### src/rtl/mixer_pkg.sv
// mixer_pkg: shared types and constants for the layer mixer.
//   blend_mode_t : per-layer blend mode encoding
//   pixel_t      : {r,g,b} pixel at the default channel width
//   DEF_CW       : default bits per colour channel
//   mode_enabled : true for the modes that draw something (over, add)
package mixer_pkg;

    localparam int DEF_CW = 4;

    typedef enum logic [1:0] {
        MODE_OFF  = 2'b00,
        MODE_OVER = 2'b01,
        MODE_ADD  = 2'b10,
        MODE_RSVD = 2'b11
    } blend_mode_t;

    typedef struct packed {
        logic [DEF_CW-1:0] r;
        logic [DEF_CW-1:0] g;
        logic [DEF_CW-1:0] b;
    } pixel_t;

    function automatic logic mode_enabled(input logic [1:0] mode);
        return (mode == MODE_OVER) || (mode == MODE_ADD);
    endfunction

endpackage

### src/rtl/mixer_stage.sv
// mixer_stage: one layer-apply pipeline stage.
//   clk, rst_n, ce                 : clock, async active-low reset, pixel enable
//   valid_d, hsync_d, vsync_d      : timing from the previous stage
//   acc_d, cnt_d                   : accumulated {R,G,B} and opaque-hit count
//   lay_d, alpha_d, mode           : this stage's layer colour, alpha, blend mode
//   valid_q, hsync_q, vsync_q      : registered timing
//   acc_q, cnt_q                   : registered blend result and hit count
module mixer_stage
    import mixer_pkg::*;
#(
    parameter int   CW        = DEF_CW,
    parameter int   LAYER_IDX = 0,
    parameter logic SYNC_IDLE = 1'b1
) (
    input  logic          clk,
    input  logic          rst_n,
    input  logic          ce,
    input  logic          valid_d,
    input  logic          hsync_d,
    input  logic          vsync_d,
    input  logic [3*CW-1:0] acc_d,
    input  logic [1:0]    cnt_d,
    input  logic [3*CW-1:0] lay_d,
    input  logic          alpha_d,
    input  logic [1:0]    mode,
    output logic          valid_q,
    output logic          hsync_q,
    output logic          vsync_q,
    output logic [3*CW-1:0] acc_q,
    output logic [1:0]    cnt_q
);

    // Layer 0 is the base layer and never contributes to collisions.
    localparam logic COUNTS_HITS = (LAYER_IDX != 32'sd0);

    logic [3*CW-1:0] blend_s;
    logic            hit_s;
    logic [1:0]      cnt_nxt_s;

    // Per-channel add clamped at full scale via a one-bit-wider sum.
    function automatic logic [CW-1:0] sat_add(input logic [CW-1:0] x, input logic [CW-1:0] y);
        logic [CW:0] sum;
        sum = {1'b0, x} + {1'b0, y};
        if (sum[CW]) begin
            return {CW{1'b1}};
        end else begin
            return sum[CW-1:0];
        end
    endfunction

    // Blend this layer onto the accumulator.
    always_comb begin
        blend_s = acc_d;
        case (blend_mode_t'(mode))
            MODE_OVER: begin
                if (alpha_d) begin
                    blend_s = lay_d;
                end else begin
                    blend_s = acc_d;
                end
            end
            MODE_ADD: begin
                if (alpha_d) begin
                    for (int c = 0; c < 3; c++) begin
                        blend_s[c*CW +: CW] = sat_add(acc_d[c*CW +: CW], lay_d[c*CW +: CW]);
                    end
                end else begin
                    blend_s = acc_d;
                end
            end
            default: blend_s = acc_d;
        endcase
    end

    // Opaque-hit counter, saturating at 3.
    always_comb begin
        hit_s = COUNTS_HITS && alpha_d && mode_enabled(mode);
        if (hit_s && (cnt_d != 2'b11)) begin
            cnt_nxt_s = cnt_d + 2'b01;
        end else begin
            cnt_nxt_s = cnt_d;
        end
    end

    // Stage register; blanked colour when the pixel is not valid.
    always_ff @(posedge clk or negedge rst_n) begin
        if (!rst_n) begin
            valid_q <= 1'b0;
            hsync_q <= SYNC_IDLE;
            vsync_q <= SYNC_IDLE;
            acc_q   <= {(3*CW){1'b0}};
            cnt_q   <= 2'b00;
        end else if (ce) begin
            valid_q <= valid_d;
            hsync_q <= hsync_d;
            vsync_q <= vsync_d;
            acc_q   <= valid_d ? blend_s : {(3*CW){1'b0}};
            cnt_q   <= cnt_nxt_s;
        end
    end

endmodule

### src/rtl/layer_mixer.sv
// layer_mixer: composites NUM_LAYERS 1-bit-alpha layers over a background.
//   clk, rst_n, pix_ce              : clock, async active-low reset, pixel enable
//   valid_i, hsync_i, vsync_i       : raw timing in
//   r_i, g_i, b_i, a_i, mode_i      : per-layer colour, alpha and blend mode
//   bg_i                            : background {R,G,B}
//   r_o, g_o, b_o                   : composited pixel (0 when not valid)
//   valid_o, hsync_o, vsync_o       : timing aligned to the pixel
//   collision_o                     : collision seen during the previous frame
//   frame_o                         : one-clk pulse at the output frame boundary
// Latency is NUM_LAYERS+1 enabled cycles: one input stage plus one per layer.
// Both syncs share the polarity selected by VS_ACTIVE_LOW.
module layer_mixer
    import mixer_pkg::*;
#(
    parameter int NUM_LAYERS    = 4,
    parameter int CW            = DEF_CW,
    parameter int VS_ACTIVE_LOW = 1
) (
    input  logic                     clk,
    input  logic                     rst_n,
    input  logic                     pix_ce,
    input  logic                     valid_i,
    input  logic                     hsync_i,
    input  logic                     vsync_i,
    input  logic [NUM_LAYERS*CW-1:0] r_i,
    input  logic [NUM_LAYERS*CW-1:0] g_i,
    input  logic [NUM_LAYERS*CW-1:0] b_i,
    input  logic [NUM_LAYERS-1:0]    a_i,
    input  logic [2*NUM_LAYERS-1:0]  mode_i,
    input  logic [3*CW-1:0]          bg_i,
    output logic [CW-1:0]            r_o,
    output logic [CW-1:0]            g_o,
    output logic [CW-1:0]            b_o,
    output logic                     valid_o,
    output logic                     hsync_o,
    output logic                     vsync_o,
    output logic                     collision_o,
    output logic                     frame_o
);

    localparam logic SYNC_IDLE = (VS_ACTIVE_LOW != 32'sd0) ? 1'b1 : 1'b0;
    localparam int   LW        = 3*CW + 1;   // {alpha, R, G, B}

    // Stage chain: index 0 is the input register, index k the output of stage k.
    logic            v_s   [0:NUM_LAYERS];
    logic            hs_s  [0:NUM_LAYERS];
    logic            vs_s  [0:NUM_LAYERS];
    logic [3*CW-1:0] acc_s [0:NUM_LAYERS];
    logic [1:0]      cnt_s [0:NUM_LAYERS];

    logic            valid0_r, hs0_r, vs0_r;
    logic [3*CW-1:0] acc0_r;
    logic [2*NUM_LAYERS-1:0] mode_sh_r;
    logic            vs_start_in_s, vs_start_out_s, hit_out_s;
    logic            frame_r, collision_r, coll_acc_r;

    assign vs_start_in_s  = (vsync_i != SYNC_IDLE) && (vs0_r == SYNC_IDLE);
    assign vs_start_out_s = (vs_s[NUM_LAYERS-1] != SYNC_IDLE) && (vs_s[NUM_LAYERS] == SYNC_IDLE);
    assign hit_out_s      = v_s[NUM_LAYERS] && cnt_s[NUM_LAYERS][1];

    // Input stage; the mode shadow only moves at the input-side vsync start.
    always_ff @(posedge clk or negedge rst_n) begin
        if (!rst_n) begin
            valid0_r  <= 1'b0;
            hs0_r     <= SYNC_IDLE;
            vs0_r     <= SYNC_IDLE;
            acc0_r    <= {(3*CW){1'b0}};
            mode_sh_r <= {(2*NUM_LAYERS){1'b0}};
        end else if (pix_ce) begin
            valid0_r <= valid_i;
            hs0_r    <= hsync_i;
            vs0_r    <= vsync_i;
            acc0_r   <= bg_i;
            if (vs_start_in_s) begin
                mode_sh_r <= mode_i;
            end
        end
    end

    assign v_s[0]   = valid0_r;
    assign hs_s[0]  = hs0_r;
    assign vs_s[0]  = vs0_r;
    assign acc_s[0] = acc0_r;
    assign cnt_s[0] = 2'b00;

    for (genvar j = 0; j < NUM_LAYERS; j++) begin : g_layer
        // Layer j rides a delay line of j+1 registers so it meets its pixel at stage j+1.
        logic [LW-1:0] dly_r [0:j];

        // Delay line for this layer's colour and alpha.
        always_ff @(posedge clk or negedge rst_n) begin
            if (!rst_n) begin
                for (int i = 0; i <= j; i++) begin
                    dly_r[i] <= {LW{1'b0}};
                end
            end else if (pix_ce) begin
                dly_r[0] <= {a_i[j], r_i[j*CW +: CW], g_i[j*CW +: CW], b_i[j*CW +: CW]};
                for (int i = 1; i <= j; i++) begin
                    dly_r[i] <= dly_r[i-1];
                end
            end
        end

        mixer_stage #(
            .CW        (CW),
            .LAYER_IDX (j),
            .SYNC_IDLE (SYNC_IDLE)
        ) u_stage (
            .clk     (clk),
            .rst_n   (rst_n),
            .ce      (pix_ce),
            .valid_d (v_s[j]),
            .hsync_d (hs_s[j]),
            .vsync_d (vs_s[j]),
            .acc_d   (acc_s[j]),
            .cnt_d   (cnt_s[j]),
            .lay_d   (dly_r[j][3*CW-1:0]),
            .alpha_d (dly_r[j][3*CW]),
            .mode    (mode_sh_r[2*j +: 2]),
            .valid_q (v_s[j+1]),
            .hsync_q (hs_s[j+1]),
            .vsync_q (vs_s[j+1]),
            .acc_q   (acc_s[j+1]),
            .cnt_q   (cnt_s[j+1])
        );
    end

    // Frame pulse and collision bookkeeping; a set wins over a same-cycle clear.
    always_ff @(posedge clk or negedge rst_n) begin
        if (!rst_n) begin
            frame_r     <= 1'b0;
            collision_r <= 1'b0;
            coll_acc_r  <= 1'b0;
        end else begin
            frame_r <= pix_ce && vs_start_out_s;
            if (pix_ce) begin
                if (vs_start_out_s) begin
                    collision_r <= coll_acc_r;
                end
                if (hit_out_s) begin
                    coll_acc_r <= 1'b1;
                end else if (vs_start_out_s) begin
                    coll_acc_r <= 1'b0;
                end
            end
        end
    end

    assign r_o         = acc_s[NUM_LAYERS][3*CW-1:2*CW];
    assign g_o         = acc_s[NUM_LAYERS][2*CW-1:CW];
    assign b_o         = acc_s[NUM_LAYERS][CW-1:0];
    assign valid_o     = v_s[NUM_LAYERS];
    assign hsync_o     = hs_s[NUM_LAYERS];
    assign vsync_o     = vs_s[NUM_LAYERS];
    assign collision_o = collision_r;
    assign frame_o     = frame_r;

endmodule

### config.mk
export PLATFORM = sky130hd
export DESIGN_NAME = layer_mixer
export DESIGN_NICKNAME = d
export VERILOG_FILES = /design/src/rtl/mixer_pkg.sv /design/src/rtl/mixer_stage.sv /design/src/rtl/layer_mixer.sv
export SDC_FILE = /design/constraint.sdc
export NUM_CORES = 1
export LEC_CHECK = 0
export CELL_PAD_IN_SITES_DETAIL_PLACEMENT = 1
export CELL_PAD_IN_SITES_GLOBAL_PLACEMENT = 2
export CORE_MARGIN = 2
export CORE_UTILIZATION = 25
export DETAILED_ROUTE_END_ITERATION = 7
export PLACE_DENSITY = 0.6
export SYNTH_ARGS = -nofsm -noshare
export SYNTH_HDL_FRONTEND = slang
export SYNTH_SLANG_ARGS = --single-unit
### constraint.sdc
create_clock -name clk -period 3.4 [get_ports clk]
set_input_delay 0.68 -clock clk [delete_from_list [all_inputs] [get_ports clk]]
set_output_delay 0.68 -clock clk [all_outputs]
set_load 0.05 [all_outputs]
## Word level (Yosys, flattened, before mapping)

Cells that the tools add are included.

| operators by class | value |
|---|---|
| multiplexer cells | 33 |
| equal/unequal tests | 10 |
| reductions and logical operators | 16 |
| add/sub/neg operators | 14 |
| bitwise operators | 2 |

Operators with widths:

| cell | number |
|---|---|
| $mux 12 | 12 |
| $pmux 12 s2 | 4 |
| $add 4x4->5 | 12 |
| $mux 4 | 12 |
| $logic_and 1x1->1 | 9 |
| $eq 2x1->1 const B | 4 |
| $eq 2x2->1 const B | 4 |
| $reduce_and 2->1 | 3 |
| $add 2x1->2 const B | 2 |
| $mux 2 | 2 |
| $ne 2x2->1 const B | 2 |
| $logic_or 1x1->1 | 3 |
| $mux 1 | 3 |
| $not 1->1 | 2 |
| $reduce_bool 2->1 | 1 |

| storage, ports and cells | value |
|---|---|
| word-level logic and storage cells | 112 |
| input port bits | 78 |
| output and inout port bits | 17 |
| register bits | 222 |

## Longest topological paths before layout

| logic depth | value |
|---|---|
| word-level depth | 5 |
| depth in mapped cells | 8 |

## By module

From an unflattened synthesis, not the netlist that was laid out.

| unflattened totals | value |
|---|---|
| cell total of the unflattened synthesis | 1,120 |
| area total of the unflattened synthesis | 12,403.1 µm² |

By module, submodules not included:

| module | cells each | area an instance (µm²) | seq. area each (µm²) | times used |
|---|---|---|---|---|
| layer_mixer | 331 | 5,828.1 | 3,906.2 | 1 |
| mixer_stage at g_layer[2].u_stage | 201 | 1,715.4 | 427.9 | 1 |
| mixer_stage at g_layer[3].u_stage | 209 | 1,684.1 | 427.9 | 1 |
| mixer_stage at g_layer[1].u_stage | 203 | 1,660.3 | 427.9 | 1 |
| mixer_stage at g_layer[0].u_stage | 176 | 1,515.2 | 427.9 | 1 |

## Worst setup path after synthesis

OpenSTA, ideal clock, no wires.

| path | value |
|---|---|
| path type | register to register |
| start point | register g_layer[0].u_stage.acc_q[0] |
| end point | register g_layer[1].u_stage.acc_q[0] |
| path slack | 1.572 ns |
| path buffers | 0 |
| cell stages (with the launch flop) | 9 |
| period minus slack after synthesis | 1.828 ns |
| arrival time | 1.703 ns |
| library setup time | 0.126 ns |
| cell sequence | dfrtp_1 -> ha_1 -> inv_1 -> fa_1 -> nor2b_1 -> o21ai_1 -> or3b_1 -> a221oi_1 -> o21ai_1 |

| on the way | value |
|---|---|
| cells in the longest elaborated chain, start to end | 5 |
| elaborated cells on any way between the ends | 6 |
| classes of those cells | add/sub: 1; mux: 5 |

RTL lines:

| item | RTL line | text |
|---|---|---|
| start, declared | mixer_stage.sv:29 | `output logic [3*CW-1:0] acc_q,` |
| start signal, assigned | mixer_stage.sv:91 | `acc_q <= {(3*CW){1'b0}};` |
| start signal, assigned | mixer_stage.sv:97 | `acc_q <= valid_d ? blend_s : {(3*CW){1'b0}};` |
| $add 4x4->5 | mixer_stage.sv:43 | `sum = {1'b0, x} + {1'b0, y};` |
| $mux 4 | mixer_stage.sv:44 | `if (sum[CW]) begin` |
| $mux 12 | mixer_stage.sv:63 | `if (alpha_d) begin` |
| $pmux 12 s2 * | mixer_stage.sv:54 | `case (blend_mode_t'(mode))` |
| $mux 12 * | mixer_stage.sv:97 |  |
| end signal, assigned | mixer_stage.sv:91 |  |
| end signal, assigned | mixer_stage.sv:97 |  |
| end, declared | mixer_stage.sv:29 |  |

Mark *: on every way between the ends. The rest lies on a longest branch, timed or not.
A chain may end at the register's enable or synchronous reset.

## Worst setup path in the final report

| path | value |
|---|---|
| start point | register g_layer[3].u_stage.vsync_q |
| end point | output vsync_o |

RTL lines:

| item | RTL line | text |
|---|---|---|
| start, declared | mixer_stage.sv:28 | `output logic vsync_q,` |
| start signal, assigned | mixer_stage.sv:96 | `vsync_q <= vsync_d;` |
| end, declared | layer_mixer.sv:36 | `output logic vsync_o,` |

No word-level cell between the ends.

==> results by group <==
STA
  – Max Transition Viols Final: 0
  – Worst Hold Margin: between 0.09 and 0.1 ns
  – Setup Skew: roughly 0.0074 ns
  – Setup violators final: 0
  – Transition at the pin with the smallest max-transition slack: roughly 0.86 ns
  – Final worst-path cycle share: between 70% and 80%
  – Number of hold-slack violations in the final timing report: 0
  – Post-route minimum period: ~2.6 ns
  – Relative max-transition margin: between 40% and 50%
  – Sum Neg Setup Slack: 0 ns
  – Upper clock frequency limit: approximately 390 MHz
  – Setup repair after global routing missed its margin: no

Logic synthesis
  – Netlist area before placement: 0.0116 sq mm
  – Largest family of logic cells by synthesized area: multiplexers
  – Cell variety after synth: 58
  – Fraction of the mapped netlist area in compound gates: between 10% and 20%
  – Syn nets: 1186
  – Synthesized netlist cell count: a little over 1000
  – Post-Synthesis Mean Instance Area: between 10 and 15 sq um
  – Post-Synth Adder-Cell Area: approximately 8.4%
  – Synthesized flop and latch total: 220
  – Cells taking the most area after synthesis: dfrtp_1 45%, mux2_1 14%, ha_1 6.3%
  – Portion of netlist area occupied by mux cells: around 16%
  – Count of flip-flops with a built-in enable after synthesis: 0
  – Sequential area share after synthesis: 47.7%
  – Share of flip-flops with an asynchronous set or reset: 100%
  – Post-synth top area cell: dfrtp_1
  – Area share of the largest cell type after synthesis: 45.5%
  – Simple logic cell fraction of the synthesized area: under 10%
  – Prevailing post-synth register cell: dfrtp_1
  – Post-Synth XOR/XNOR Area: less than 1%
  – Yosys warnings: 0

Clocking
  – Post-CTS clock slew at the launch and capture registers of the worst setup and hold paths: roughly 0.060 ns
  – Clock buffer count from CTS: 26
  – Number of buffers on the longest clock path: 3
  – Post-CTS sizing: 0
  – Clock Sink Count: 220
  – Deepest level of the CTS H-tree: 1
  – Total setup buffers inserted after CTS: 0
  – Number of buffers added to fix hold violations after cts: 0
  – Clk_lat worst skew: 0.54 ns
  – Clock tree from TritonCTS: built
  – Root cell of the clock tree: clkbuf_16

Route
  – Drt via density: roughly 4.7
  – Count of unresolved DRC violations after routing: 0
  – DRC marker count from the first detailed-route iteration: 343
  – Total wirelength of the detailed-routed design: about 31000 um
  – Detailed-router iteration count before antenna repair: 6
  – Routed wire per std cell: approximately 18 um
  – Via count: about 8100
  – Antenna Nets Post-Route: 0

Floorplan
  – Top-Level Pins: 95
  – Core region area: ~0.045 sq mm
  – Initial core utilization: roughly a quarter
  – Die boundary height: 219 um
  – Die Outline Area: around 0.048 sq mm
  – Horizontal die dimension: about 220 um
  – Standard-cell row count: slightly below 80

GRT
  – Initial antenna violation count: 1
  – Wire length of the first global-routing pass: slightly above 50000 um
  – Total overflow reported by the global router: 0
  – Number of global-route vias before repair: around 9000
  – Maximum number of pins on one net before global-route repair: between 90 and 100
  – Global routing usage summed across all routing layers: a little over an eighth

Critical path
  – Internal reg-to-reg setup slack: ~1.1 ns
  – R2R Path End: g_layer[3].u_stage.acc_q[6]
  – Buffers plus inverters on the worst setup path: 1
  – Crit Path Class: flop to output pin
  – CP top delay family: buffers and inverters
  – Critical path startpoint category: flop
  – Cells traversed along the worst timing path: clkdlybuf4s50_1
  – Critical path capture point type: output pin
  – Number of cells on the worst reg-to-reg path: 7
  – Crit-path max FO: 3
  – Reg-to-reg startpoint: mode_sh_r[7]
  – Slowest cell delay on critical path: slightly above 0.8 ns
  – CP Data Required Time: approximately 2.7 ns
  – Arrival time reported for the critical path endpoint: approximately 1.9 ns
  – Cell type of the slowest stage on the worst timing path: clkdlybuf4s50_1

Layout
  – Share of final-layout standard cells stronger than drive strength 1: 7.16%
  – Layout Area Growth over Synthesis: 19.9%
  – Core utilization of the finished layout: 30.5%
  – Most common cell after layout, fill and taps aside: dfrtp_1
  – # fillers: about 5100
  – Multi-input gate area: ~0.0055 sq mm
  – Post-route non-filler standard cell count: 1732
  – Number of nets in the layout: 1260
  – Sequential standard cell area: ~0.0055 sq mm
  – Most frequent cells in the layout: 210 x dfrtp_1, 145 x mux2_1, 92 x clkdlybuf4s50_1

Placed design
  – Placer congestion estimate: a little under 0.8
  – IO buf count: 94
  – Cell count after placement: about 1700
  – Final HPWL DP: about 23000 um

Power
  – Psw: ~2.8 mW
  – Power density cells: ~610 mW/mm^2
  – Sequential share of power: 41.6%
  – Switching power share of the total: 33.5%
  – Peak VDD IR: between 0.0003 and 0.0004 V
  – Relative contribution of the clock network to total power: around a third
  – Internal cell power: approximately 5.6 mW
  – Combinational cell fraction of total power: 26.5%
  – Static leakage power: 5.83 nW

Job
  – Total of max-cap violations: 0

Min path
  – Min-Delay Path Class: input pin to async pin

Outcome
  – Outcome: completed
## metrics by stage
stage                     area [sq um]  power [mW]  setup slack (ns)
after floorplan                  11600        4.99              1.57
after detailed placement         13000        5.81              1.08
after global routing             13900        8.97             0.750
after CTS                        13900        8.56             0.767
final                            13900        8.40             0.809
after global placement           13000        5.76              1.10
## area by class of cell
type                            count  share of cell area [%]
Tap cell                          600                    5.42
Multi-Input combinational cell    690                    39.4
Inverter                           71                    1.96
Antenna cell                        1                  0.0181
Clock inverter                      8                   0.424
Sequential cell                   220                    39.8
Timing Repair Buffer              103                    7.52
Clock buffer                       39                    5.48
## sequential cells by signal, indices dropped and copies added, names as in the netlist, 4 cells and up
signal and count:
acc0_r 12, g_layer.u_stage.valid_q 4, g_layer.u_stage.hsync_q 4, g_layer.u_stage.cnt_q 4
g_layer.dly_r 130, g_layer.u_stage.vsync_q 4, g_layer.u_stage.acc_q 48, mode_sh_r 8
## routing by layer
layer	vias up	track usage, %	wire length, um
li1	3872	-	-
met1	4123	18.9	15600
met2	114	21.3	14000
met3	31	1.65	1050
met4	0	3.51	536
met5	-	0	0
## Yosys cell counts (4+ instances only)
master	number
buf_4	13
clkbuf_1	15
ha_1	58
o2bb2ai_1	5
nand2_1	70
dfrtp_1	210
a221oi_1	10
a221o_1	10
fa_1	12
a22o_1	4
xnor2_1	6
a222oi_1	10
o31ai_1	7
dfstp_2	10
o21a_1	4
or2_1	5
and2_1	4
nand3_1	13
a31oi_1	13
mux2i_1	12
a31o_1	4
buf_1	6
a211oi_1	8
inv_1	68
a21boi_1	6
a21oi_1	59
o21ai_0	38
mux2_2	7
or3_1	9
a21o_1	6
nor2_1	39
a22oi_1	6
o21ai_1	53
a31o_2	5
or3b_1	8
nor2b_1	22
buf_2	20
nand3b_1	6
mux2_1	145
## kinds of logic (layout without fill, tap and decap cells)
| logic type | after synthesis | after routing |
|---|---|---|
| AO/OA/AOI/OAI | 260 | 260 |
| multiplexers | 164 | 164 |
| AND/OR/NAND/NOR | 190 | 190 |
| flip-flops | 220 | 220 |
| XOR/XNOR | 6 | 6 |
| other | 0 | 1 |
| adder cells (fa/ha/maj) | 70 | 70 |
| buffers and inverters | 128 | 221 |
## power groups by stage
stage / combinational (mW) / sequential (mW) / clock [mW]
2_1_floorplan: 1.62 / 3.37 / 0
3_3_place_gp: 2.21 / 3.55 / 0
3_5_place_dp: 2.25 / 3.56 / 0
4_1_cts: 2.27 / 3.51 / 2.78
5_1_grt: 2.52 / 3.57 / 2.88
6_report: 2.23 / 3.50 / 2.67
## how the worst max path moves through the flow
stage	startpoint	to	cells after the start
2_1_floorplan	g_layer[0].u_stage.acc_q[0]	g_layer[1].u_stage.acc_q[0]	8
3_3_place_gp	pix_ce	g_layer[3].dly_r[41]	3
3_5_place_dp	pix_ce	g_layer[3].dly_r[43]	3
4_1_cts	g_layer[3].u_stage.vsync_q	vsync_o	1
5_1_grt	g_layer[3].u_stage.vsync_q	vsync_o	1
6_report	g_layer[3].u_stage.vsync_q	vsync_o	1
(Power assumes the default switching activity.)
